**config.mk**
```make
export PLATFORM = sky130hd
export DESIGN_NAME = if_stage_flat
export DESIGN_NICKNAME = d
export VERILOG_FILES = /design/src/rtl/if_stage_if.sv /design/src/rtl/if_stage.sv /design/src/flat_wrapper.sv
export SDC_FILE = /design/constraint.sdc
export NUM_CORES = 1
export LEC_CHECK = 0
export BUFFER_PORTS_ARGS = -buffer_cell sky130_fd_sc_hd__buf_2
export CAP_MARGIN = 20
export CORE_UTILIZATION = 52
export CTS_CLUSTER_SIZE = 20
export DETAILED_ROUTE_END_ITERATION = 10
export PLACE_DENSITY = 0.78
export SLEW_MARGIN = 20
export SYNTH_ARGS = -nofsm -noshare
export SYNTH_HDL_FRONTEND = slang
export SYNTH_SLANG_ARGS = --single-unit
export TNS_END_PERCENT = 100
```
**constraint.sdc**
```tcl
create_clock -name clk -period 3.1 [get_ports clk]
set_clock_uncertainty 0.2 [all_clocks]
set_input_delay 0.155 -clock clk [delete_from_list [all_inputs] [get_ports clk]]
set_output_delay 0.155 -clock clk [all_outputs]
set_load 0.005 [all_outputs]
```
**src/rtl/if_stage_if.sv**
```systemverilog
// if_stage_if: fetch-stage bundle; master = decode/imem side, slave = if_stage (clk/rst stay plain ports)
interface if_stage_if;
  logic        stall;
  logic        redirect;
  logic [1:0]  npc_sel;
  logic [15:0] imm16;
  logic [25:0] jidx;
  logic [31:0] ra_val;
  logic [31:0] instr_in;
  logic [31:0] pc_out;
  logic [31:0] id_instr;
  logic [31:0] id_pc4;
  logic        id_valid;
  modport master (
    output stall, redirect, npc_sel, imm16, jidx, ra_val, instr_in,
    input  pc_out, id_instr, id_pc4, id_valid
  );
  modport slave (
    input  stall, redirect, npc_sel, imm16, jidx, ra_val, instr_in,
    output pc_out, id_instr, id_pc4, id_valid
  );
endinterface

```
**src/rtl/if_stage.sv**
```systemverilog
// if_stage: PC + IF/ID register; ports clk, rst, bus (stall/redirect/npc_sel/imm16/jidx/ra_val/instr_in in, pc_out/id_* out); IF_DELAY_SLOT_EN enables a branch delay slot
module if_stage #(
  parameter logic [31:0] RESET_PC  = 32'h0000_0000,
  parameter logic [31:0] NOP_INSTR = 32'h0000_0000
) (
  input logic        clk,
  input logic        rst,
  if_stage_if.slave  bus
);
  logic [31:0] pc4, br_tgt, tgt;
  logic        take;
  assign pc4    = bus.pc_out + 32'd4;
  assign br_tgt = bus.id_pc4 + {{14{bus.imm16[15]}}, bus.imm16, 2'b00};
  assign tgt    = bus.npc_sel == 2'b01 ? br_tgt :
                  bus.npc_sel == 2'b10 ? {bus.id_pc4[31:28], bus.jidx, 2'b00} :
                  {bus.ra_val[31:2], 2'b00};
  // npc_sel 00 with redirect is illegal and falls back to sequential fetch
  assign take   = bus.redirect && |bus.npc_sel;
  always_ff @(posedge clk)
    if (rst) begin
      bus.pc_out   <= {RESET_PC[31:2], 2'b00};
      bus.id_instr <= NOP_INSTR;
      bus.id_pc4   <= 32'd0;
      bus.id_valid <= 1'b0;
    end else if (!bus.stall) begin
      bus.pc_out   <= take ? tgt : pc4;
`ifdef IF_DELAY_SLOT_EN
      bus.id_instr <= bus.instr_in;
      bus.id_pc4   <= pc4;
      bus.id_valid <= 1'b1;
`else
      bus.id_instr <= take ? NOP_INSTR : bus.instr_in;
      bus.id_pc4   <= take ? 32'd0 : pc4;
      bus.id_valid <= !take;
`endif
    end
  a_sel_legal: assert property (@(posedge clk) disable iff (rst)
    (bus.redirect && !bus.stall) |-> bus.npc_sel != 2'b00);
endmodule

```
**src/flat_wrapper.sv**
```systemverilog
// flat-port wrapper written by rule: the top's interface ports become plain ports
module if_stage_flat 
#(
  parameter logic [31:0] RESET_PC  = 32'h0000_0000,
  parameter logic [31:0] NOP_INSTR = 32'h0000_0000
)
  (clk, rst, bus_stall, bus_redirect, bus_npc_sel, bus_imm16, bus_jidx, bus_ra_val, bus_instr_in, bus_pc_out, bus_id_instr, bus_id_pc4, bus_id_valid);
  if_stage_if bus_i ();
  input logic clk;
  input logic rst;
  input wire logic [$bits(bus_i.stall)-1:0] bus_stall;
  input wire logic [$bits(bus_i.redirect)-1:0] bus_redirect;
  input wire logic [$bits(bus_i.npc_sel)-1:0] bus_npc_sel;
  input wire logic [$bits(bus_i.imm16)-1:0] bus_imm16;
  input wire logic [$bits(bus_i.jidx)-1:0] bus_jidx;
  input wire logic [$bits(bus_i.ra_val)-1:0] bus_ra_val;
  input wire logic [$bits(bus_i.instr_in)-1:0] bus_instr_in;
  output wire logic [$bits(bus_i.pc_out)-1:0] bus_pc_out;
  output wire logic [$bits(bus_i.id_instr)-1:0] bus_id_instr;
  output wire logic [$bits(bus_i.id_pc4)-1:0] bus_id_pc4;
  output wire logic [$bits(bus_i.id_valid)-1:0] bus_id_valid;
  assign bus_i.stall = bus_stall;
  assign bus_i.redirect = bus_redirect;
  assign bus_i.npc_sel = bus_npc_sel;
  assign bus_i.imm16 = bus_imm16;
  assign bus_i.jidx = bus_jidx;
  assign bus_i.ra_val = bus_ra_val;
  assign bus_i.instr_in = bus_instr_in;
  assign bus_pc_out = bus_i.pc_out;
  assign bus_id_instr = bus_i.id_instr;
  assign bus_id_pc4 = bus_i.id_pc4;
  assign bus_id_valid = bus_i.id_valid;
  if_stage #(.RESET_PC(RESET_PC), .NOP_INSTR(NOP_INSTR)) u_core (.clk(clk), .rst(rst), .bus(bus_i));
endmodule
```
==> flow_metrics.tcl <==
set metrics [dict create \
    reg2reg_slack_ns 0.17 \
    path_class "flip-flop to flip-flop" \
    final_common_cell "buf_2" \
    die-area_um2 13300 \
    antenna_found_initial 1 \
    vias 7771 \
    total_power_uw 3220 \
    startpoint_type "flip-flop" \
    yosysUniqueCellTypes 68 \
    p_sw_uw 1010 \
    clkPwrFrac_pct 35.1 \
    crit_path_end_kind "flip-flop" \
    area.sequential_um2 1940 \
    nets 1271 \
    path_buf_inv 2 \
    p_comb_share_pct 22.8 \
    mostFrequentLayoutCells "buf_2, nor2_1, a21oi_1" \
    rsz0062_at_grt "no" \
    grt_overflow 0 \
    routed_via_density 5.95 \
    worstPathArrival_ns 3.01 \
    max_slew_margin_pct 39.6 \
    period_share_pct 94.6 \
    multi_input_area_um2 4430 \
    grt_pass1_wl_um 36100 \
    ys_seq_area_share_pct 29.1 \
    hold_viol 0 \
    period_needed_ns 2.93 \
    htreeDepth 3 \
    gp_congestion 0.929 \
    ys.flop_type "dfxtp_1" \
    drcViolationCount 0 \
    dp_cells 1245 \
    num_antenna_cells 0 \
    setup_viol 0 \
    avgSynthCellArea_um2 7.46 \
    die_x_um 115 \
    ys_ff_latch 97 \
    drt_iter0_drc 573 \
    seqPwrFrac_pct 42.1 \
    start_util_pct 53.1 \
    slowest_stage "o31ai_2" \
    sw_frac_of_total_pct 31.5 \
    crit_family "compound AO/OA/AOI/OAI gates" \
    rows 41 \
    port_buffers 206 \
    fin_setup_tns_ns 0 \
    stdcell_count 1305 \
    p_leak_uw 0.00420 \
    fmax_ghz 0.341 \
    wl_um 23600 \
    hold_path.class "primary input to flip-flop" \
    max_cap_viol_count 0 \
    first_global_vias 7103 \
    cp_data_required_time_ns 3.17 \
    synth-edff-count 0 \
    peakVddDrop_mv 0.319 \
    async_reset_ff_share_pct 0 \
    crit_chain "ha_1 > fa_2 > a211oi_2 > o21bai_1 > a21oi_1 > buf_4 > o31ai_2 > buf_4 > a31oi_1 > a211o_1 > and3_1 > a211oi_1" \
    grt_max_degree 82 \
    synth_area_um2 6680 \
    cts_tree "built" \
    clk_transition_reported_paths_ns 0.08 \
    worstMarginPinSlew_ns 0.906 \
    drive_above_1_share_pct 25.7 \
    p_per_area_nw_per_um2 370 \
    ant_nets 0 \
    first_pass_iters 5 \
    crit_path_frequent_cell "buf_4" \
    cts-buffers-inserted 9 \
    fillers 1096 \
    synthCells 895 \
    postCtsSetupBuffers 0 \
    syn-num-nets 1038 \
    area_delta_synth_final_pct 30.5 \
    hpwl_um 16500 \
    p_int_uw 2210 \
    insertion_delay_ns 0.36 \
    pin_count 209 \
    crit_path_max_incr_delay_ns 0.37 \
    root_buffer "clkbuf_16" \
    yosys_warnings 0 \
    cts_max_path_buffers 2 \
    routedWlPerCell_um 18.1 \
    track_usage_pct 35.1 \
    die_y_um 115 \
    critPathMaxFanout 5 \
    status "finished clean" \
    cts_sinks 97 \
    core_area_um2 12600 \
    slew_violations 0 \
]
==> worst paths after layout <==
check                     endpoint             startpoint  depth (start not counted)
min           u_core.bus.pc_out[9]          bus_ra_val[9]                          5
min reg2reg  u_core.bus.id_pc4[24]  u_core.bus.id_pc4[24]                          2
max          u_core.bus.pc_out[30]   u_core.bus.id_pc4[2]                         12
max reg2reg  u_core.bus.pc_out[30]   u_core.bus.id_pc4[2]                         12
==> metal layers <==
layer | GRT usage [%] | part of all wire, % | vias to the layer above
li1 | - | - | 3714
met1 | 44.4 | 40 | 3577
met2 | 57.8 | 47 | 421
met3 | 8.22 | 9.6 | 57
met4 | 13.7 | 2.7 | 2
met5 | 0 | 0.042 | -
==> power groups by stage <==
stage	clock (uW)	combinational, uW	sequential [uW]
floorplan	0	398	1380
global placement	0	662	1380
detailed placement	0	669	1390
CTS	1150	715	1360
global route	1190	800	1370
finish	1130	735	1360
==> sequential cells by signal (all words and copies together) (netlist names) <==
name and flops:
u_core.bus.pc_out 32, u_core.bus.id_pc4 32, u_core.bus.id_instr 32, u_core.bus.id_valid 1
==> synthesized netlist by cell type, types with 7 or more instances <==
cell | n | area [um^2]
a211oi_1 | 7 | 52.6
a21o_1 | 13 | 97.6
a21oi_1 | 108 | 541
a22oi_1 | 18 | 135
a31oi_1 | 12 | 75.1
and3_1 | 47 | 294
clkbuf_1 | 57 | 214
dfxtp_1 | 97 | 1940
ha_1 | 30 | 375
inv_1 | 13 | 48.8
mux2i_1 | 11 | 110
nand2_1 | 85 | 319
nand3_1 | 24 | 120
nand4_1 | 15 | 93.8
nor2_1 | 114 | 428
nor3_1 | 18 | 90.1
nor4_1 | 7 | 43.8
o21a_1 | 8 | 60.1
o21ai_0 | 48 | 240
xnor2_1 | 24 | 210
xor2_1 | 20 | 175
==> what timing repair did <==
action / CTS / global route
hold buffers: 44 / 0
setup endpoints to repair: 0 / 7
gates resized for setup: 0 / 3
endpoints found under the hold margin: 41 / 0
==> cells by family after synthesis <==
logic type                 synth area share (%)
buffers and inverters                      4.87
DFF                                        29.1
and+or+nand+nor                            24.8
xor gates and xnor gates                   6.02
muxes                                      2.66
adders and majority gates                  5.92
AOI/OAI and AO/OA                          26.7
==> worst reg2reg max path, stage by stage, from the launching register on <==
cell	delay (ns)
dfxtp_1	0.35
ha_1	0.21
fa_2	0.26
a211oi_2	0.08
o21bai_1	0.18
a21oi_1	0.09
buf_4	0.16
o31ai_2	0.37
buf_4	0.23
a31oi_1	0.12
a211o_1	0.31
and3_1	0.15
a211oi_1	0.15
==> final cells by class <==
cell class	count	share of cell area (%)
repair buffers	291	20.4
flip-flops and latches	97	22.3
clock buffers	10	2.74
well taps	172	2.47
multi-input cells	716	50.8
clock inverters	6	0.675
inverters	13	0.560
==> through the flow <==
stage          instance area [um^2]  util (%)  setup WS [ns]  hold WS, ns
2_1_floorplan                  6680         -          0.239        0.109
3_3_place_gp                   7960      63.4          0.157        0.243
3_5_place_dp                   7960      63.4          0.106        0.249
4_1_cts                        8700      69.2         0.0839      0.00106
5_1_grt                        8710      69.3         0.0437       0.0253
6_report                       8710      69.3          0.169      0.00568
No activity file was read; power rests on OpenSTA's default activity.
